==> config.mk <==
export PLATFORM = sky130hd
export DESIGN_NAME = key_filter
export DESIGN_NICKNAME = d
export VERILOG_FILES = /design/src/rtl/key_filter_pkg.sv /design/src/rtl/key_filter_chan.sv /design/src/rtl/key_filter.sv
export SDC_FILE = /design/constraint.sdc
export NUM_CORES = 1
export LEC_CHECK = 0
export BUFFER_PORTS_ARGS = -buffer_cell sky130_fd_sc_hd__buf_4
export CAP_MARGIN = 25
export CORE_UTILIZATION = 55
export DETAILED_ROUTE_END_ITERATION = 8
export PLACE_DENSITY = 0.75
export SLEW_MARGIN = 10
export SYNTH_ARGS = -nofsm -noshare
export SYNTH_HDL_FRONTEND = slang
export SYNTH_SLANG_ARGS = --single-unit
==> constraint.sdc <==
create_clock -name sys_clk -period 1.9 [get_ports sys_clk]
set_input_delay 0.095 -clock sys_clk [delete_from_list [all_inputs] [get_ports sys_clk]]
set_output_delay 0.095 -clock sys_clk [all_outputs]
set_load 0.02 [all_outputs]
==> src/rtl/key_filter_pkg.sv <==
// rtl/key_filter_pkg.sv - shared types and constants for the key_filter block
// Purpose: per-channel FSM state encoding and the channel count.
package key_filter_pkg;

  localparam int KEY_NUM = 4;

  typedef enum logic [1:0] {
    IDLE      = 2'd0,
    PRESS_DEB = 2'd1,
    HELD      = 2'd2,
    REL_DEB   = 2'd3
  } key_state_t;

endpackage

==> src/rtl/key_filter_chan.sv <==
// rtl/key_filter_chan.sv - one push-button channel: synchronizer, debounce FSM, long-press counter
// Purpose: condition one raw active-low key into a clean level plus press/release/long pulses.
// Ports:
//   sys_clk     - system clock
//   sys_rst     - synchronous active-high reset
//   key_in      - raw key, asynchronous, 0 = pressed
//   key_level   - debounced state, 1 = pressed
//   key_press   - one-cycle pulse on debounced press
//   key_release - one-cycle pulse on debounced release
//   key_long    - one-cycle pulse when a press has lasted LONG_MAX cycles
// Build option: KEY_FILTER_LONG_PRESS_EN enables the long-press counter; otherwise key_long is 0.
module key_filter_chan
  import key_filter_pkg::*;
#(
  parameter logic [23:0] CNT_MAX  = 24'd1_000_000,
  parameter logic [27:0] LONG_MAX = 28'd50_000_000
) (
  input  logic sys_clk,
  input  logic sys_rst,
  input  logic key_in,
  output logic key_level,
  output logic key_press,
  output logic key_release,
  output logic key_long
);

  localparam int CW = (CNT_MAX > 24'd1) ? $clog2(CNT_MAX) : 1;
  localparam logic [CW-1:0] CNT_LAST = CW'(CNT_MAX - 24'd1);

  logic          s1;
  logic          s2;
  key_state_t    state;
  logic [CW-1:0] cnt;
  logic          press_hit;

  // Debounce completes on this cycle: the press is accepted at this edge.
  assign press_hit = (state == PRESS_DEB) && !s2 && (cnt == CNT_LAST);

  always_ff @(posedge sys_clk) begin
    if (sys_rst) begin
      s1          <= 1'b1;
      s2          <= 1'b1;
      state       <= IDLE;
      cnt         <= '0;
      key_level   <= 1'b0;
      key_press   <= 1'b0;
      key_release <= 1'b0;
    end else begin
      s1          <= key_in;
      s2          <= s1;
      key_press   <= 1'b0;
      key_release <= 1'b0;
      case (state)
        IDLE: begin
          if (!s2) begin
            state <= PRESS_DEB;
            cnt   <= '0;
          end
        end
        PRESS_DEB: begin
          if (s2) begin
            state <= IDLE;
          end else if (cnt == CNT_LAST) begin
            state     <= HELD;
            key_press <= 1'b1;
            key_level <= 1'b1;
          end else begin
            cnt <= cnt + 1'b1;
          end
        end
        HELD: begin
          if (s2) begin
            state <= REL_DEB;
            cnt   <= '0;
          end
        end
        REL_DEB: begin
          if (!s2) begin
            state <= HELD;
          end else if (cnt == CNT_LAST) begin
            state       <= IDLE;
            key_release <= 1'b1;
            key_level   <= 1'b0;
          end else begin
            cnt <= cnt + 1'b1;
          end
        end
        default: state <= IDLE;
      endcase
    end
  end

`ifdef KEY_FILTER_LONG_PRESS_EN
  localparam int LW = $clog2(LONG_MAX) + 1;
  localparam logic [LW-1:0] LONG_LAST = LW'(LONG_MAX - 28'd1);

  logic [LW-1:0] lcnt;

  // lcnt stops at LONG_LAST, so key_long fires once per press and only a new
  // press (which clears lcnt) can arm it again.
  always_ff @(posedge sys_clk) begin
    if (sys_rst) begin
      lcnt     <= '0;
      key_long <= 1'b0;
    end else begin
      key_long <= 1'b0;
      if (press_hit) begin
        lcnt     <= '0;
        key_long <= (LONG_LAST == '0);
      end else if (((state == HELD) || (state == REL_DEB)) && (lcnt != LONG_LAST)) begin
        lcnt     <= lcnt + 1'b1;
        key_long <= ((lcnt + 1'b1) == LONG_LAST);
      end
    end
  end
`else
  assign key_long = 1'b0;
`endif

endmodule

==> src/rtl/key_filter.sv <==
// rtl/key_filter.sv - four-channel push-button input conditioner
// Purpose: KEY_NUM independent key_filter_chan instances; outputs are concatenated per bit.
// Ports:
//   sys_clk     - system clock
//   sys_rst     - synchronous active-high reset
//   key_in      - raw keys, asynchronous, active-low
//   key_level   - debounced states, 1 = pressed
//   key_press   - per-key one-cycle press pulses
//   key_release - per-key one-cycle release pulses
//   key_long    - per-key one-cycle long-press pulses
// Build option: KEY_FILTER_LONG_PRESS_EN enables long-press detection.
module key_filter
  import key_filter_pkg::*;
#(
  parameter logic [23:0] CNT_MAX  = 24'd1_000_000,
  parameter logic [27:0] LONG_MAX = 28'd50_000_000
) (
  input  logic               sys_clk,
  input  logic               sys_rst,
  input  logic [KEY_NUM-1:0] key_in,
  output logic [KEY_NUM-1:0] key_level,
  output logic [KEY_NUM-1:0] key_press,
  output logic [KEY_NUM-1:0] key_release,
  output logic [KEY_NUM-1:0] key_long
);

  for (genvar i = 0; i < KEY_NUM; i++) begin : g_chan
    key_filter_chan #(
      .CNT_MAX  (CNT_MAX),
      .LONG_MAX (LONG_MAX)
    ) u_chan (
      .sys_clk     (sys_clk),
      .sys_rst     (sys_rst),
      .key_in      (key_in[i]),
      .key_level   (key_level[i]),
      .key_press   (key_press[i]),
      .key_release (key_release[i]),
      .key_long    (key_long[i])
    );
  end

endmodule

* Yosys cells after proc, flatten, opt, wreduce, memory -nomap -nowiden
Cells that the tools add are included.
Widths: inputs -> output; s select.
** Word-level totals
- Flip-flop bits (word level) :: 108
- Output and inout bits :: 16
- Input bits :: 6
** Operators by class
- Multiplexer cells :: 76
- Reductions and logical operators :: 28
- Add/sub/neg operators :: 4
- Eq/ne operators :: 48
- Bitwise gates (word level) :: 12
** Operator list (number)
- $mux 20 :: 20
- $pmux 20 s4 :: 4
- $add 20x1->20 const B :: 4
- $eq 20x20->1 const B :: 4
- $mux 2 :: 24
- $pmux 2 s4 :: 4
- $reduce_and 4->1 :: 8
- $ne 2x1->1 const B :: 12
- $ne 2x2->1 const B :: 12
- $reduce_or 3->1 :: 8
- $mux 1 :: 20
- $reduce_and 5->1 :: 4
- $eq 2x2->1 const B :: 8
- $ne 3x2->1 const B :: 4
- $ne 3x3->1 const B :: 4
- $not 1->1 :: 12
- $eq 2x1->1 const B :: 4
- $logic_not 2->1 :: 4
- $pmux 1 s2 :: 4
- $reduce_bool 2->1 :: 4

* Longest topological paths before layout
- Depth after elaboration :: 4
- Depth in mapped cells :: 7

* Hierarchy
From an unflattened synthesis, not the netlist that was laid out.
** Unflattened totals
- Cell total of the unflattened synthesis :: 620
- Area total of the unflattened synthesis :: 5685.5 um2
** Modules (own cells, without submodules)
- key_filter_chan :: instances 4, cells an instance 155, area an instance 1421.4 um2, sequential area each 540.5 um2

* Least setup slack after synthesis
No wires, ideal clock.
- Path kind :: register to register
- From :: register g_chan[0].u_chan.cnt[0]
- To :: register g_chan[0].u_chan.cnt[18]
- Path slack :: -0.131 ns
- Period minus slack after synthesis :: 2.031 ns
- Path buffers :: 0
- Stages on the path, launching flop included :: 7
- Data arrival time :: 1.961 ns
- Setup time :: 0.070 ns
- Path through :: dfxtp_1 ha_1 nand3_2 or4_4 or2_4 or4_1 a21oi_1
** Between the ends
- Cells in the longest elaborated chain, start to end :: 4
- Elaborated cells on any way between the ends :: 6
** RTL lines
- from (decl) :: line key_filter_chan.sv:33 : logic [CW-1:0] cnt;
- from (signal assigned) :: line key_filter_chan.sv:68 : cnt <= cnt + 1'b1;
- from (signal assigned) :: line key_filter_chan.sv:85 : cnt <= cnt + 1'b1;
- $add 20x1->20 / $eq 20x20->1 (equally long branches)
- $mux 20 * :: line key_filter_chan.sv:63, key_filter_chan.sv:80
- $mux 20, on equally long branches :: line key_filter_chan.sv:78, key_filter_chan.sv:61
- $pmux 20 s4 * :: line key_filter_chan.sv:53 : case (state)
Every way passes the cells marked *; elsewhere a longest branch is shown, timed or not. The select of a mux whose other input is x is not followed.
A chain may end at the register's enable or synchronous reset.

* Worst setup path after layout
- From :: register g_chan[0].u_chan.cnt[10]
- To :: register g_chan[0].u_chan.cnt[18]
The elaborated chain is that of the path after synthesis.

==> out/qor.json <==
{
  "finish.net_count": 749,
  "violated_checks": "negative setup slack",
  "place.detailed.instances": 842,
  "antenna_found_initial": 0,
  "period_minus_slack_ps": 1910,
  "detail_route.wirelength_um": 13400,
  "grt_pass1_wl_um": 22000,
  "post_synthesis_async_set_or_reset_flop_share_pct": 0,
  "port_buffers": 17,
  "num_io_pins": 22,
  "timing.reg2reg.setup_slack_ps": -10,
  "fmaxAchievable_mhz": 524,
  "setup_ws_ps": -9.53,
  "vias_in_the_first_global_route": 4819,
  "fp-row-count": 35,
  "cts_htree_levels": 3,
  "instances_no_fill": 872,
  "synth_largest_type_area_fraction_pct": 39.9,
  "wl_per_cell_um": 15.4,
  "drt.antenna.violating_nets": 0,
  "endpoint_kind": "flop",
  "final_common_cell": "sky130_fd_sc_hd__buf_4",
  "holdPathEnd": "g_chan[0].u_chan.cnt[6]",
  "initial_core_util_pct": 57.8,
  "areaGrowthSynthToFinish_pct": 23.2,
  "detailroute.via_count": 5164,
  "cts_tree": "built",
  "pin_count_of_the_biggest_net_entering_global_routing": 71,
  "clock_sink_count": 108,
  "power.static_leakage_nw": 2.26,
  "detail_route.first_pass.iterations": 4,
  "power.density_cell_area_nw_per_um2": 593,
  "total_power_mw": 3.96,
  "peakVddDrop_mv": 0.320,
  "min-delay-start": "sys_rst",
  "setup-violations-final": 4,
  "hold_path_depth": 3,
  "mostFrequentLayoutCells": "103 x sky130_fd_sc_hd__buf_4, 95 x sky130_fd_sc_hd__dfxtp_1, 60 x sky130_fd_sc_hd__nor2_1",
  "crit-reg2reg-capture": "g_chan[0].u_chan.cnt[18]",
  "synth.distinct_cells": 67,
  "first_iter_violations": 215,
  "layout-drive-gt1-share_pct": 27.3,
  "cap_viol_max_count": 0,
  "timing.final.hold_violations": 0,
  "timing.final.max_slew_violations": 0,
  "hpwlAfterDp_um": 8940,
  "synth_enable_flop_cells": 0,
  "layout_worst_path_cycle_share_pct": 101,
  "critical_path_start_end_classification": "flop to flop",
  "cp_max_fo": 6,
  "post-place-ws_ps": -42.7,
  "biggest_area_consumer_among_synthesized_cells": "sky130_fd_sc_hd__dfxtp_1",
  "synth_warnings": 0,
  "synth_sequential_area_ratio_pct": 39.9,
  "critPathLaunchType": "flop",
  "via_per_inst": 5.92,
  "yosys-top-cells-area": "sky130_fd_sc_hd__dfxtp_1 40%, sky130_fd_sc_hd__nand2_1 4.2%, sky130_fd_sc_hd__nor2_1 4.2%, sky130_fd_sc_hd__nand3_1 3.4%, sky130_fd_sc_hd__xnor2_1 3.2%",
  "clock_insertion_delay_worst_skew_ps": 370,
  "worstPathArrival_ps": 2210,
  "synthesis.instances": 656,
  "die_y_um": 101,
  "route.detailed.drc": 0,
  "die_area_um2": 10300,
  "antenna_cells_inserted": 0,
  "synth_flop_cell": "sky130_fd_sc_hd__dfxtp_1",
  "cp.required_ps": 2200,
  "rr_worst_depth": 5,
  "worst_setup_hold_path_clk_slew_ps": 90,
  "yosys_register_bits": 108,
  "cts_root_buffer_type": "sky130_fd_sc_hd__clkbuf_8",
  "cts_buffer_depth": 2,
  "final_weighted_congestion_in_routability_driven_placement": 0.910,
  "totalNegativeSetupSlack_ps": -24.3,
  "worst_hold_slack_ps": 206,
  "postSynthAreaPerCell_um2": 8.26,
  "chipWidth_um": 101,
  "cts_buffers": 9,
  "run_status": "finished, violations left",
  "min_path_type": "primary input to flop",
  "critical_path.reg2reg.startpoint": "g_chan[0].u_chan.cnt[10]",
  "grt_remaining_overflow": 0,
  "mappedNetlistArea_um2": 5420,
  "placeable_core_area_um2": 9370,
  "grt_setup_unrepaired": "true",
  "worst_clock_skew_ps": 8.89,
  "globalRouteTotalUtil_pct": 26.6
}
## power by group
| group | switching (mW) | internal [mW] | leakage [nW] |
|---|---|---|---|
| Clock | 0.746 | 0.640 | 0.0935 |
| Sequential | 0.0223 | 2.28 | 0.881 |
| Combinational | 0.158 | 0.106 | 1.28 |
## worst max-delay path: stages (launching register included)
cell and delay, ps:
sky130_fd_sc_hd__dfxtp_4 390, sky130_fd_sc_hd__nand4_1 130, sky130_fd_sc_hd__or4_4 540, sky130_fd_sc_hd__or2_4 250, sky130_fd_sc_hd__or4_1 400, sky130_fd_sc_hd__a21oi_1 140
## Yosys cell counts (all sizes together), types with 14 or more instances
cell    number
a31oi       15
nor2        61
clkbuf      23
nand4       25
inv         16
nor3        28
or4         17
xor2        14
nand3       38
buf         22
nor4        14
xnor2       21
a21oi       34
dfxtp      108
o21ai       29
nand2       61
## worst max path at each step
stage / slack (ps) / from / cells past startpoint / endpoint
after floorplan: -20 / g_chan[3].u_chan.cnt[1] / 6 / g_chan[3].u_chan.cnt[16]
after global placement: -20 / g_chan[0].u_chan.cnt[1] / 6 / g_chan[0].u_chan.cnt[18]
after detailed placement: -40 / g_chan[2].u_chan.cnt[7] / 5 / g_chan[2].u_chan.cnt[15]
after CTS: 4 / g_chan[2].u_chan.cnt[0] / 7 / g_chan[2].u_chan.cnt[18]
after global routing: -90 / g_chan[0].u_chan.cnt[10] / 5 / g_chan[0].u_chan.cnt[18]
final: -10 / g_chan[0].u_chan.cnt[10] / 5 / g_chan[0].u_chan.cnt[18]
## sequential cells by signal (all words and copies together), names as in the netlist, named ones only
name	cells
g_chan.u_chan.key_release	4
g_chan.u_chan.key_level	4
g_chan.u_chan.key_press	4
g_chan.u_chan.state	4
g_chan.u_chan.cnt	80
g_chan.u_chan.s1	4
g_chan.u_chan.s2	4
## layer usage
metal / track usage, % / vias to the layer above / part of all wire, %
met5: 0 / - / 0
met4: 7.47 / 0 / 1.5
met3: 5.52 / 21 / 5.0
met2: 44.7 / 138 / 50
met1: 34.7 / 2463 / 44
li1: - / 2542 / -
## layout make-up
type | count | area, um2
multi-input combinational | 489 | 3180
fill | 754 | 2690
inverter | 17 | 63.8
clock inverter | 2 | 35.0
clock buffer | 13 | 149
tap | 129 | 161
timing repair buffer | 114 | 901
sequential | 108 | 2190
## cells by family (layout without fill, tap and decap cells)
group	Yosys count	after routing	share of synthesized area (%)
other cells	1	4	0.0692
xor+xnor	35	35	5.79
compound gates	124	124	14.5
buf+inv	62	146	5.79
fa+ha+maj	4	4	0.923
flops	108	108	39.9
mux	10	10	1.94
simple gates	312	312	31.1
## metrics by stage
step,instance area [um2],util (%)
after global routing,6680,71.3
after CTS,6400,68.3
after global placement,6140,65.5
after detailed placement,6140,65.5
final,6680,71.3
after floorplan,5470,-
## repair_timing
| action | in CTS | in global routing |
|---|---|---|
| gates resized for setup | 9 | 47 |
| hold buffers | 4 | 0 |
| setup buffers | 0 | 11 |
| pin swaps | 4 | 29 |
| hold endpoints to repair | 4 | 0 |
| setup endpoints to repair | 22 | 51 |
Note: power is estimated with default switching activity, not from simulation.
